$ cat src/rtl/out_buffer_if.sv
// Handshake and status bundle for out_buffer: 64-bit pair input side, 32-bit word output side.
interface out_buffer_if #(
  parameter int DEPTH = 16
);
  logic [63:0]             data_in;
  logic                    in_valid;
  logic                    in_ready;
  logic [31:0]             data_out;
  logic                    out_valid;
  logic                    out_ready;
  logic [$clog2(DEPTH):0]  count;
  logic                    full;
  logic                    empty;
  logic [15:0]             ovf_count;

  modport master (
    output data_in, in_valid, out_ready,
    input  in_ready, data_out, out_valid, count, full, empty, ovf_count
  );

  modport slave (
    input  data_in, in_valid, out_ready,
    output in_ready, data_out, out_valid, count, full, empty, ovf_count
  );
endinterface

$ cat src/rtl/out_buffer.sv
// FIFO of 64-bit word pairs serialized onto a 32-bit stream, high word first.
// Optional dropped-write counter enabled by defining OUT_BUFFER_OVF_CNT_EN.
module out_buffer #(
  parameter int DEPTH = 16
) (
  input  logic       clk,
  input  logic       rst,
  out_buffer_if.slave bus
);
  localparam int AW = $clog2(DEPTH);
  localparam int CW = AW + 1;
  localparam logic [CW-1:0] FULL_CNT = CW'(DEPTH);

  typedef enum logic [1:0] {IDLE, SEND_HI, SEND_LO} state_t;

  logic [63:0]   mem_q [DEPTH];
  logic [AW-1:0] wr_ptr_q, wr_ptr_d;
  logic [AW-1:0] rd_ptr_q, rd_ptr_d;
  logic [CW-1:0] count_q, count_d;
  logic [63:0]   hold_q, hold_d;
  state_t        state_q, state_d;

  logic full, empty, push, pop;
  logic [31:0] data_out;
  logic        out_valid;

  assign full  = (count_q == FULL_CNT);
  assign empty = (count_q == '0);
  // A pop in the same cycle never frees room for a write while full.
  assign push  = bus.in_valid && !full;

  always_comb begin
    state_d   = state_q;
    pop       = 1'b0;
    out_valid = 1'b0;
    data_out  = 32'h0;
    unique case (state_q)
      IDLE: begin
        if (!empty) begin
          pop     = 1'b1;
          state_d = SEND_HI;
        end
      end
      SEND_HI: begin
        out_valid = 1'b1;
        data_out  = hold_q[63:32];
        if (bus.out_ready) state_d = SEND_LO;
      end
      SEND_LO: begin
        out_valid = 1'b1;
        data_out  = hold_q[31:0];
        if (bus.out_ready) begin
          if (!empty) begin
            pop     = 1'b1;
            state_d = SEND_HI;
          end else begin
            state_d = IDLE;
          end
        end
      end
      default: state_d = IDLE;
    endcase
  end

  always_comb begin
    wr_ptr_d = push ? wr_ptr_q + AW'(1) : wr_ptr_q;
    rd_ptr_d = pop  ? rd_ptr_q + AW'(1) : rd_ptr_q;
    count_d  = count_q + CW'(push) - CW'(pop);
    hold_d   = pop ? mem_q[rd_ptr_q] : hold_q;
  end

  always_ff @(posedge clk) begin
    if (rst) begin
      wr_ptr_q <= '0;
      rd_ptr_q <= '0;
      count_q  <= '0;
      hold_q   <= '0;
      state_q  <= IDLE;
    end else begin
      wr_ptr_q <= wr_ptr_d;
      rd_ptr_q <= rd_ptr_d;
      count_q  <= count_d;
      hold_q   <= hold_d;
      state_q  <= state_d;
    end
  end

  // Storage array is not reset; reset only invalidates it through the pointers.
  always_ff @(posedge clk) begin
    if (push) mem_q[wr_ptr_q] <= bus.data_in;
  end

`ifdef OUT_BUFFER_OVF_CNT_EN
  logic [15:0] ovf_q, ovf_d;

  always_comb begin
    ovf_d = ovf_q;
    if (bus.in_valid && full && (ovf_q != 16'hFFFF)) ovf_d = ovf_q + 16'd1;
  end

  always_ff @(posedge clk) begin
    if (rst) ovf_q <= '0;
    else     ovf_q <= ovf_d;
  end

  assign bus.ovf_count = ovf_q;
`else
  assign bus.ovf_count = 16'h0000;
`endif

  assign bus.in_ready  = !full;
  assign bus.full      = full;
  assign bus.empty     = empty;
  assign bus.count     = count_q;
  assign bus.data_out  = data_out;
  assign bus.out_valid = out_valid;
endmodule
$ cat src/flat_wrapper.sv
// flat-port wrapper written by rule: the top's interface ports become plain ports
module out_buffer_flat 
#(
  parameter int DEPTH = 16
)
  (clk, rst, bus_data_in, bus_in_valid, bus_out_ready, bus_in_ready, bus_data_out, bus_out_valid, bus_count, bus_full, bus_empty, bus_ovf_count);
  out_buffer_if #(.DEPTH(DEPTH)) bus_i ();
  input  logic clk;
  input  logic rst;
  input wire logic [$bits(bus_i.data_in)-1:0] bus_data_in;
  input wire logic [$bits(bus_i.in_valid)-1:0] bus_in_valid;
  input wire logic [$bits(bus_i.out_ready)-1:0] bus_out_ready;
  output wire logic [$bits(bus_i.in_ready)-1:0] bus_in_ready;
  output wire logic [$bits(bus_i.data_out)-1:0] bus_data_out;
  output wire logic [$bits(bus_i.out_valid)-1:0] bus_out_valid;
  output wire logic [$bits(bus_i.count)-1:0] bus_count;
  output wire logic [$bits(bus_i.full)-1:0] bus_full;
  output wire logic [$bits(bus_i.empty)-1:0] bus_empty;
  output wire logic [$bits(bus_i.ovf_count)-1:0] bus_ovf_count;
  assign bus_i.data_in = bus_data_in;
  assign bus_i.in_valid = bus_in_valid;
  assign bus_i.out_ready = bus_out_ready;
  assign bus_in_ready = bus_i.in_ready;
  assign bus_data_out = bus_i.data_out;
  assign bus_out_valid = bus_i.out_valid;
  assign bus_count = bus_i.count;
  assign bus_full = bus_i.full;
  assign bus_empty = bus_i.empty;
  assign bus_ovf_count = bus_i.ovf_count;
  out_buffer #(.DEPTH(DEPTH)) u_core (.clk(clk), .rst(rst), .bus(bus_i));
endmodule
$ cat config.mk
export PLATFORM = sky130hd
export DESIGN_NAME = out_buffer_flat
export DESIGN_NICKNAME = d
export VERILOG_FILES = /design/src/rtl/out_buffer_if.sv /design/src/rtl/out_buffer.sv /design/src/flat_wrapper.sv
export SDC_FILE = /design/constraint.sdc
export NUM_CORES = 1
export LEC_CHECK = 0
export ABC_CLOCK_PERIOD_IN_PS = 14450
export BUFFER_PORTS_ARGS = -buffer_cell sky130_fd_sc_hd__buf_4
export CAP_MARGIN = 30
export CORE_MARGIN = 8
export CORE_UTILIZATION = 45
export CTS_CLUSTER_DIAMETER = 100
export CTS_CLUSTER_SIZE = 28
export DETAILED_ROUTE_END_ITERATION = 8
export PLACE_DENSITY = 0.72
export SLEW_MARGIN = 20
export SYNTH_ARGS = -nofsm -noshare
export SYNTH_HDL_FRONTEND = slang
export SYNTH_SLANG_ARGS = --single-unit
$ cat constraint.sdc
create_clock -name clk -period 14.45 [get_ports clk]
set_input_delay 4.335 -clock clk [delete_from_list [all_inputs] [get_ports clk]]
set_output_delay 4.335 -clock clk [all_outputs]
set_load 0.02 [all_outputs]
==> impl_metrics.ini <==
[cts]
postCtsResizedCells = 0
cts.sinks = 1103
insertion_delay_ns = 0.62
cts_tree = done
post_cts_buffers = 0
hold_buffers = 0
htreeDepth = 2
path_clk_slew_ns = 0.10
cts-buffers-inserted = 45
root_buffer = clkbuf_16
clk_path_buf_depth = 3

[cells_and_area]
n_fill_cell = 7271
area_growth_pct = 8.74
final_cells = 3357
stdcell_area_um2 = 46000
drive_gt1_frac = 0.289
nets = 2146

[route]
wl_um = 93000
wire_per_inst_um = 27.7
vias = 19700
drt_iter0_markers = 2401
ant_nets = 0
dr.pass1.iters = 7
vias_per_cell = 5.87
drcViolationCount = 0

[worst_setup_path]
critical-path-top-delay-family = buffers and inverters
crit_type = register to output pin
reg2reg_depth = 9
path_cells = inv_1, ha_1, buf_4, a22oi_1, nor2b_1, buf_4
reg2reg_slack_ns = 10.80
r2r-end = u_core.hold_q[29]$_SDFFE_PP0P_
worst_ep_arrival_time_ns = 2.45
crit_buf_inv = 3
cp_slowest_stage_delay_ns = 0.54
critical_path.endpoint_type = output pin
path_max_fanout = 36
worstSetupStartpointType = register
required_ns = 10.11
path_common_cell = buf_4
cp_slowest_cell = a22oi_1
regToRegStartpoint = u_core.rd_ptr_q[0]$_SDFFE_PP0P_

[power_and_ir_drop]
peakVddDrop_mv = 0.151
power_density_nw_per_um2 = 153
finalPower_w = 0.00705
p_leak_nw = 14.2

[worst_hold_path]
hold_end = u_core.hold_q[13]$_SDFFE_PP0P_
whs_path_depth = 2
hold_start = u_core.hold_q[13]$_SDFFE_PP0P_
hold_path.class = register to register

[synth]
ys_types = 36
synth_cells = 1974
syn_area_um2 = 42300
synth_area_leaders = edfxtp_1 (73%), mux4_2 (14%), dfxtp_1 (3.7%), mux2_2 (3.4%), a22oi_1 (1.7%)
post-synth-top-count-cell = edfxtp_1
synth_common_cells = edfxtp_1 (1024), mux4_2 (256), nand2_1 (134)
synth-warning-count = 0
synth_ff_type = edfxtp_1
synth_edf_count = 1024
async_flop_share = 0
ys_ff_latch = 1103
avgSynthCellArea_um2 = 21.4
yosysTopAreaCell = edfxtp_1
yosysSeqAreaShare = 0.764
netlist.area_leader.share = 0.727

[floorplan]
die_y_um = 323
die_w_um = 323
io_pins = 125
die-area_um2 = 104000
start_util = 0.454
fp-row-count = 112
core_um2 = 93200

[timing]
hold_viol = 0
fin_hold_ws_ns = 0.509
post-route-period-util = 0.470
setup_violations = 0
max-slew-margin-rel = 0.315
tightest_slew_ns = 1.03
maxSlewViolCount = 0
rsz0062_at_grt = no
fmaxAchievable_ghz = 0.147
tns_ns = 0
fin_crit_ns = 6.79
clock_skew_ns = 0.0187

[place]
dp_cells = 3264
numPortBuffers = 108
placedInstanceArea_um2 = 44600
dp_hpwl_um = 53200
gp_congestion = 0.736

[status]
status = complete, no violations

[job]
drv_cap = 0

[grt]
grt_overflow = 0
grt_max_degree = 159
grt_pass1_wl_um = 136000
grt.total_usage = 0.176
antenna_found_initial = 9
grt_pass1_vias = 20100
logic make-up (layout without fill, tap and decap cells):
family | count (synthesis) | after routing | synth area share
flops | 1103 | 1103 | 0.764
mux | 386 | 386 | 0.171
simple gates | 213 | 213 | 0.0224
buf+inv | 136 | 245 | 0.0163
compound gates | 109 | 109 | 0.0192
fa+ha+maj | 17 | 17 | 0.00520
xor+xnor | 9 | 9 | 0.00186
other cells | 1 | 21 | 0.0000886
worst max-delay path by stage:
stage / cells after the start / start / end / slack (ns)
global route: 6 / u_core.state_q[0]$_SDFFE_PP0P_ / bus_data_out[24] / 7.48
CTS: 4 / u_core.state_q[0]$_SDFFE_PP0P_ / bus_data_out[19] / 7.47
floorplan: 4 / bus_in_valid / u_core.mem_q[0][0]$_DFFE_PP_ / 4.73
detailed placement: 5 / bus_in_valid / u_core.mem_q[12][29]$_DFFE_PP_ / 7.43
global placement: 11 / bus_out_ready / u_core.bus.count[4]$_SDFF_PP0_ / 7.57
finish: 6 / u_core.state_q[0]$_SDFFE_PP0P_ / bus_data_out[24] / 7.66
flip-flops by register name (all words and copies together), names as in the netlist:
name and flops:
u_core.wr_ptr_q 4, u_core.rd_ptr_q 4, u_core.state_q 2, u_core.mem_q 1024, u_core.bus.count 5, u_core.hold_q 64
placed cells by master (no fill, tap or decap), types with 34 or more instances in the layout:
cell type	n
buf_4	141
clkbuf_1	34
clkbuf_16	47
dfxtp_1	76
nand2_1	134
a22oi_1	96
edfxtp_1	1024
mux4_2	256
mux2_2	128
nor2b_1	34
area by class of cell:
cell class / count / area, um^2 / share of cell area
inverter: 12 / 45.0 / 0.000979
antenna: 5 / 12.5 / 0.000272
timing repair buffer: 149 / 1240 / 0.0270
clock inverter: 3 / 28.8 / 0.000626
clock buffer: 81 / 1300 / 0.0283
tap: 1254 / 1570 / 0.0341
sequential: 1103 / 32300 / 0.703
multi-input combinational: 750 / 9460 / 0.206
power by group:
part | total [W] | internal (W) | switching (W)
sequential | 0.00378 | 0.00363 | 0.000145
clock | 0.00154 | 0.000626 | 0.000912
combinational | 0.00173 | 0.000874 | 0.000858
total | 0.00705 | 0.00513 | 0.00192
metrics by stage:
| stage | utilization | worst slack [ns] |
|---|---|---|
| 3_3_place_gp | 0.477 | 7.57 |
| 3_5_place_dp | 0.478 | 7.43 |
| 4_1_cts | 0.493 | 7.47 |
| 2_1_floorplan | - | 4.73 |
| 5_1_grt | 0.494 | 7.48 |
| 6_report | 0.494 | 7.66 |
per-layer routing:
| metal | vias to the layer above | wire [um] | track usage |
|---|---|---|---|
| li1 | 8190 | - | - |
| met1 | 10600 | 38400 | 0.254 |
| met2 | 851 | 44800 | 0.284 |
| met3 | 85 | 8410 | 0.0323 |
| met4 | 8 | 1360 | 0.0314 |
| met5 | - | 50 | 0 |
worst reg2reg max path: stages (launching register included):
cell and delay, ns:
dfxtp_4 0.70, buf_12 0.30, buf_4 0.37, buf_16 0.31, buf_4 0.52, buf_12 0.30
mux4_2 0.56, mux2_2 0.28, a22oi_1 0.13, nand2_1 0.09
(Power assumes the default switching activity.)
